[config.mk]
export PLATFORM = sky130hd
export DESIGN_NAME = cfg_chain_loader
export DESIGN_NICKNAME = d
export VERILOG_FILES = /design/src/rtl/cfg_chain_loader.sv
export SDC_FILE = /design/constraint.sdc
export NUM_CORES = 1
export LEC_CHECK = 0
export ABC_AREA = 1
export BUFFER_PORTS_ARGS = -buffer_cell sky130_fd_sc_hd__buf_2
export CAP_MARGIN = 20
export CORE_MARGIN = 2
export CORE_UTILIZATION = 34
export DETAILED_ROUTE_END_ITERATION = 10
export RECOVER_POWER = 100
export SETUP_SLACK_MARGIN = 0.15
export SLEW_MARGIN = 20
export SYNTH_ARGS = -nofsm -noshare
export SYNTH_HDL_FRONTEND = slang
export SYNTH_SLANG_ARGS = --single-unit
export TNS_END_PERCENT = 1
[constraint.sdc]
create_clock -name tck_i -period 3.75 [get_ports tck_i]
set_input_delay 0.1875 -clock tck_i [delete_from_list [all_inputs] [get_ports tck_i]]
set_output_delay 0.1875 -clock tck_i [all_outputs]
set_load 0.05 [all_outputs]
[src/rtl/cfg_chain_loader.sv]
// cfg_chain_loader: serialises plaintext blocks MSB-first onto the configuration chain, then checks the chain tail
module cfg_chain_loader #(
   parameter int CHAIN_LEN   = 4096,
   parameter int RST_CYCLES  = 4,
   parameter int BLK_TIMEOUT = 1024
) (
   input  logic         tck_i,
   input  logic         rst_i,
   input  logic         start_i,
   input  logic         abort_i,
   input  logic         blk_valid_i,
   input  logic [127:0] blk_data_i,
   output logic         blk_ready_o,
   output logic         progclk_o,
   output logic         pReset_o,
   output logic         data_o,
   input  logic         ccff_tail_i,
   output logic         fpga_clk_en_o,
   output logic         busy_o,
   output logic         done_o,
   output logic         err_o,
   output logic [1:0]   err_code_o,
   output logic [15:0]  bit_cnt_o
);
   localparam int RW = $clog2(RST_CYCLES + 1);
   localparam int TW = $clog2(BLK_TIMEOUT + 1);
   localparam logic [RW-1:0] RST_LAST = RW'(RST_CYCLES - 1);
   localparam logic [TW-1:0] TMO_LAST = TW'(BLK_TIMEOUT - 1);
   localparam logic [15:0]   LAST_BIT = 16'(CHAIN_LEN);
   typedef enum logic [2:0] {IDLE, RESET, WAIT_BLK, SHIFT_LO, SHIFT_HI, CHECK, DONE, ERROR} state_t;
   state_t         state_q;
   logic           progclk_q, preset_q, data_q, first_q;
   logic [127:0]   shreg_q;
   logic [6:0]     idx_q;
   logic [15:0]    bit_cnt_q;
   logic [1:0]     err_code_q;
   logic [TW-1:0]  tmo_q;
   logic [RW-1:0]  rst_cnt_q;
   assign blk_ready_o   = state_q == WAIT_BLK;
   assign fpga_clk_en_o = state_q == DONE;
   assign done_o        = state_q == DONE;
   assign err_o         = state_q == ERROR;
   assign busy_o        = state_q inside {RESET, WAIT_BLK, SHIFT_LO, SHIFT_HI, CHECK};
   assign progclk_o     = progclk_q;
   assign pReset_o      = preset_q;
   assign data_o        = data_q;
   assign err_code_o    = err_code_q;
   assign bit_cnt_o     = bit_cnt_q;
   always_ff @(posedge tck_i or negedge rst_i) begin
      if (!rst_i) begin
         state_q    <= IDLE;
         progclk_q  <= 1'b0;
         preset_q   <= 1'b0;
         data_q     <= 1'b0;
         first_q    <= 1'b0;
         shreg_q    <= '0;
         idx_q      <= '0;
         bit_cnt_q  <= '0;
         err_code_q <= '0;
         tmo_q      <= '0;
         rst_cnt_q  <= '0;
      end else if (abort_i) begin
         state_q    <= IDLE;
         progclk_q  <= 1'b0;
         preset_q   <= 1'b0;
         data_q     <= 1'b0;
         err_code_q <= '0;
      end else begin
         case (state_q)
            IDLE, DONE, ERROR: if (start_i) begin
               state_q    <= RESET;
               preset_q   <= 1'b1;
               data_q     <= 1'b0;
               bit_cnt_q  <= '0;
               err_code_q <= '0;
               tmo_q      <= '0;
               rst_cnt_q  <= '0;
            end
            RESET: if (rst_cnt_q == RST_LAST) begin
               preset_q <= 1'b0;
               state_q  <= WAIT_BLK;
            end else rst_cnt_q <= rst_cnt_q + RW'(1);
            WAIT_BLK: if (blk_valid_i) begin
               shreg_q <= blk_data_i;
               data_q  <= blk_data_i[127];
               idx_q   <= '0;
               tmo_q   <= '0;
               state_q <= SHIFT_LO;
            end else if (tmo_q == TMO_LAST) begin
               err_code_q <= 2'd1;
               state_q    <= ERROR;
            end else tmo_q <= tmo_q + TW'(1);
            SHIFT_LO: begin
               progclk_q <= 1'b1;
               state_q   <= SHIFT_HI;
            end
            SHIFT_HI: begin
               progclk_q <= 1'b0;
               shreg_q   <= {shreg_q[126:0], 1'b0};
               bit_cnt_q <= bit_cnt_q + 16'd1;
               idx_q     <= idx_q + 7'd1;
               if (bit_cnt_q == 16'd0) first_q <= data_q;
               // data_o only moves when the next bit is presented, so it stays put across block waits
               if (bit_cnt_q + 16'd1 == LAST_BIT) state_q <= CHECK;
               else if (idx_q == 7'd127) state_q <= WAIT_BLK;
               else begin
                  data_q  <= shreg_q[126];
                  state_q <= SHIFT_LO;
               end
            end
            CHECK: if (ccff_tail_i == first_q) state_q <= DONE;
            else begin
               err_code_q <= 2'd2;
               state_q    <= ERROR;
            end
         endcase
      end
   end
endmodule

# After elaboration in Yosys (flattened, before gate mapping)
# Cells that the tools add are included.
# word_totals
ff_bits,173
in_bits,134
output_inout_bits,26
wordCells,102
# op_classes
n_addsub,4
eq_ne,25
muxes,40
n_bitwise,1
n_reduce_logical,21
# op_table
cell,n
case mux 127 bit (2 select lines),1
two-way mux 127 bit,1
two-way mux 11 bit,3
case mux 16 bit (2 select lines),1
two-way mux 3 bit,8
case mux 11 bit (2 select lines),1
inequality test 3 bit (second input constant),7
case mux 3 bit (6 select lines),1
adder 16 x 1 -> 16 bit (second input constant),1
equality test 16 x 13 -> 1 bit (second input constant),1
logical NOT 16 bit,1
two-way mux 16 bit,1
AND reduction 3 bit,5
case mux 7 bit (2 select lines),1
equality test 3 bit (second input constant),4
adder 11 x 1 -> 11 bit (second input constant),1
equality test 11 x 10 -> 1 bit (second input constant),1
two-way mux 1 bit,11
two-way mux 2 bit,5
AND reduction 5 bit,2
equality test 3 x 2 -> 1 bit (second input constant),3
AND reduction 4 bit,2
nonzero test 2 bit,4
nonzero test 4 bit,2
18 further kinds,23

# Depth between registers and ports, before layout
# logic_depth
depth_word,5
ltp_mapped,16
ltp_nobuf,16

# Least setup slack after synthesis
# OpenSTA, ideal clock, no wires.
# synth_timing
kind,flip-flop to flip-flop
from,register bit_cnt_q[1] (netlist: bit_cnt_o[1])
to,register data_q (netlist: data_o)
setup_ns,0.119
t_arrival_ns,1.954
required_ns,3.631
slack_ns,1.677
path_stages_with_launch,13
path_buffers,0
period_less_slack_ns,2.073
cell_sequence,dfrtp_1 > ha_1 > nand2_1 > nor2_1 > nand3_1 > xor2_1 > nand2_1 > nor2_1 > nand2_1 > nand2_1 > nand2_1 > nand3_1 > nand2_1
# synth_via
elab_chain_len,4
# synth_lines
item,line_no,source
start: declaration,35,logic [15:0] bit_cnt_q;
start signal: assignment,100,bit_cnt_q <= bit_cnt_q + 16'd1;
adder 16 x 1 -> 16 bit,104,if (bit_cnt_q + 16'd1 == LAST_BIT) state_q <= CHECK;
equality test 16 x 13 -> 1 bit,104,
inequality test 3 bit (no source line),n/a,
AND reduction 5 bit (no source line),n/a,
end signal: assignment,85,data_q <= blk_data_i[127];
end signal: assignment,107,data_q <= shreg_q[126];
end: declaration,32,"logic progclk_q, preset_q, data_q, first_q;"
# No other way between the ends.
# A chain may end at the register's enable or synchronous reset.

# Worst setup path after layout
# layout_timing
from,register state_q[1]
to,register shreg_q[34]
# layout_via
elab_chain_len,3
elab_cells_between_ends,6
cone_classes,eq/ne: 3; mux: 1; reduce/logical: 2
# layout_lines
item,line_no,source
start: declaration,31,state_t state_q;
start signal: assignment,51,state_q <= IDLE;
start signal: assignment,63,state_q <= IDLE;
start signal: assignment,71,state_q <= RESET;
equality test 3 x 2 -> 1 bit or equality test 3 bit (tied branches),69,case (state_q)
inequality test 2 bit (no source line) or nonzero test 2 bit (tied branches),n/a,
AND reduction 3 bit (no source line),n/a,
end signal: assignment,84,shreg_q <= blk_data_i;
end signal: assignment,99,"shreg_q <= {shreg_q[126:0], 1'b0};"
end: declaration,33,logic [127:0] shreg_q;
# Several ways; a longest one is shown, not always the timed one.

==> impl_results.md <==
- Status: finished with violations
- Failing checks: max-capacitance violations, max-slew violations
- Die ar.: 27,500 um2
- GRT Total Usage: 15.0%
- Worst reg2reg path depth: 7
- Clock transition at path regs: 0.07 ns
- Worst path slowest cell: clkbuf_1
- DR vias/cell: 4.80
- Routing usage on met3: under 10%
- Die extent in x: 166 um
- First-pass GRT wire length: ~35 mm
- DP HPWL: 13.6 mm
- CP Class: reg2reg
- Clock group share of total power: around 30%
- Crit-path cells: nor2_1 -> nand2_1 -> inv_8 -> clkbuf_1 -> nand2_1 -> o211ai_1 -> o21ai_0
- Share of layout cells above drive strength 1: 15.4%
- Mapped cell area: 8900 um2
- Global route overflow: 0
- Mean Syn Cell Area: 8.16 um2
- Synth top area cells: dfrtp_1, o211ai_1, nand2_1, o21ai_0, inv_1
- Initial antenna violation count: 3
- Nets: 1,360
- VDD IR-drop max: 0.000357 V
- Synth warn: 0
- Final period util: 78.3%
- Worst path required time: 4.04 ns
- Dpl ws: approximately 1.4 ns
- CP peak stage delay: 0.78 ns
- 1st-iter DRT viols: approximately 640
- Worst hold path endpoint: shreg_q[38]$_DFFE_PN0P_
- Seq cells post-synth: ~170
- Clock buffer depth: 2
- HP Start: blk_data_i[38]
- Critical register-to-register path startpoint: state_q[1]$_DFFE_PN0P_
- Final clock skew: 0.0107 ns
- Seq/Total Area, Yosys: 48.6%
- DRT Pass-1 Iters: 6
- Worst R2R End: shreg_q[34]$_DFFE_PN0P_
- Cell repeated most along the worst path: nand2_1
- Resize count post-CTS: 0
- Fin crit period: 2.94 ns
- Register Area: 4330 um2
- Hold path depth: 3
- Vias in the first global route: 7,097
- F_max: 341 MHz
- Final Hold Viols: 0
- Post-synthesis cell count: 1,091
- Unrepaired setup endpoints after global routing: no
- Slew headroom: -61.2%
- Area of the multi-input gates: 3490 um2
- Port-buffer cells: 159
- Slew @ Worst Pin: 2.42 ns
- Max-cap violations: 1
- Primary FF master, synth: dfrtp_1
- Routability cong.: 0.820
- Clock Latency Late Sink: 0.42 ns
- CTS Sinks: 173
- R2R Setup Slk: a little over 0.8 ns
- Worst Hold Class: in2reg
- Largest net degree at the start of global routing: 158
- DRC violations left: 0
- Net Switching: 1.97 mW
- DR vias: 7,521
- Fill count: 2,666
- Kind of start point of the critical path: flip-flop
- Fin worst setup slack: 0.815 ns
- CTS tree: built
- Critical path's top delay family: buffers and inverters
- Routed len/inst: 12.9 um
- Sequential power share: 46.4%
- Sw Share: ~33%
- Most crowded layer after global routing: met2
- Synth area leader: dfrtp_1
- Final WL: 20.2 mm
- Combinational share of power: 23.5%
- WP buf/inv: 2
- Fraction of registers with async set or reset after synthesis: 100%
- H-tree depth: 4
- Worst-path fanout max: 157
- Die height: about 170 um
- Pleak: roughly 4.6 nW
- Max-slew violations: 92
- Root Driver: clkbuf_16
- FP Rows: 59
- Antenna viol nets, final: 0
- Internal cell power: 4.07 mW
- Synth-to-Final Area Change: 17.1%
- Distinct cells, synth: 37
- Post-synth EDFFs: 0
- Post-Syn Nets: 1,232
- Crit end category: flip-flop
- Met1 Track Usage GR: 21.6%
- PD cells: between 500 and 600 nW/um2
- CTS Buf Count: 17
- Grt met2 use: 23.1%
- Setup violators final: 0
- Initial core utilization: 34.3%
- Worst path arrival time: ~3.2 ns
- Final TNS setup: 0 ns
- Core Footprint: 25,900 um2
- Synth top area share: between 40% and 50%
- Io pins: 160
-- per-layer routing --
metal,share of wire [%],vias to the layer above
li1,-,3863
met1,49,3497
met2,45,150
met3,4.6,9
met4,0.55,2
met5,0.064,-
-- cells in the final DEF, fill, tap and decap left out, types with 2 or more instances in the layout --
cell,instances
clkbuf_16,17
o21a_1,2
nor2_1,46
nand4_1,9
nand2_1,232
dfrtp_1,173
clkbuf_1,29
nor2_4,4
a21oi_1,15
bufinv_16,2
xor2_1,3
nor3_1,6
inv_6,6
buf_4,8
nor4_1,5
nand3_1,35
dlygate4sd3_1,2
clkinvlp_4,2
buf_12,2
inv_1,179
ha_1,7
o211ai_1,126
nor2_2,5
clkinv_4,2
inv_8,2
o22ai_1,5
buf_2,132
o21ai_0,162
-- registers in the layout (all words and copies together) (netlist names) --
name and flops:
progclk_o 1, data_o 1, rst_cnt_q 3, tmo_q 11
err_code_o 2, bit_cnt_o 16, pReset_o 1, idx_q 7
state_q 3, first_q 1, shreg_q 127
-- synthesized netlist by cell type (all sizes together), types with 2 or more instances --
master  number
o211ai     126
buf         38
nand2      233
nor4         5
dfrtp      173
nor2        55
inv        182
clkbuf      26
o21ai      163
o21a         2
a21oi       15
nand3       36
xor2         3
nor3         6
nand4        9
o22ai        5
ha           7
-- final cells by class --
| class | instances | area share, % |
|---|---|---|
| clock inverter | 13 | 1.46 |
| clock buffer | 19 | 4.25 |
| timing repair buffer | 173 | 8.55 |
| inverter | 182 | 6.67 |
| tap | 335 | 4.02 |
| antenna | 1 | 0.0240 |
| sequential | 173 | 41.5 |
| multi-input combinational | 672 | 33.5 |
-- worst max path at each step --
stage                                        start  slack, ns  depth (start not counted)                       to
after global routing        state_q[0]$_DFFE_PN0P_       0.56                          7  shreg_q[34]$_DFFE_PN0P_
after detailed placement    state_q[1]$_DFFE_PN0P_       1.38                          8  shreg_q[39]$_DFFE_PN0P_
final                       state_q[1]$_DFFE_PN0P_       0.81                          7  shreg_q[34]$_DFFE_PN0P_
after CTS                   state_q[1]$_DFFE_PN0P_       1.36                          8  shreg_q[39]$_DFFE_PN0P_
after floorplan           bit_cnt_o[1]$_DFFE_PN0P_       1.68                         12       data_o$_DFFE_PN0P_
after global placement      state_q[1]$_DFFE_PN0P_       1.43                          8  shreg_q[60]$_DFFE_PN0P_
-- cell families after synthesis --
| kind of cell | count (synthesis) | share of synthesized area [%] |
|---|---|---|
| buf+inv | 246 | 11.5 |
| mux | 1 | 0.127 |
| xor+xnor | 4 | 0.394 |
| flops | 173 | 48.6 |
| simple gates | 345 | 16.7 |
| fa+ha+maj | 7 | 0.984 |
| compound gates | 315 | 21.6 |
-- what timing repair did --
item | CTS | global route
hold buffers | 2 | 0
hold endpoints to repair | 92 | 0
setup buffers | 0 | 0
-- worst min-delay path: stages --
cell and delay [ns]:
buf_2 0.08, o211ai_1 0.08, o21ai_0 0.07
-- power by group through the flow --
stage	combinational [mW]	sequential, mW	clock [mW]
final	1.42	2.80	1.81
after detailed placement	1.45	2.84	0
after floorplan	1.09	2.81	0
after CTS	1.47	2.80	1.88
after global routing	1.68	2.87	1.96
after global placement	1.42	2.82	0
-- per-stage QoR --
stage          total power [mW]  cell area [um2]  util, %  std cells  hold WS (ns)
2_1_floorplan              3.90             8900        -       1091        -0.108
3_3_place_gp               4.24             9900     38.2       1533         0.340
3_5_place_dp               4.29             9900     38.2       1533         0.341
4_1_cts                    6.15            10500     40.6       1567       0.00103
5_1_grt                    6.51            10400     40.2       1568        0.0214
6_report                   6.03            10400     40.2       1568        0.0238
Note: power is estimated with default switching activity, not from simulation.
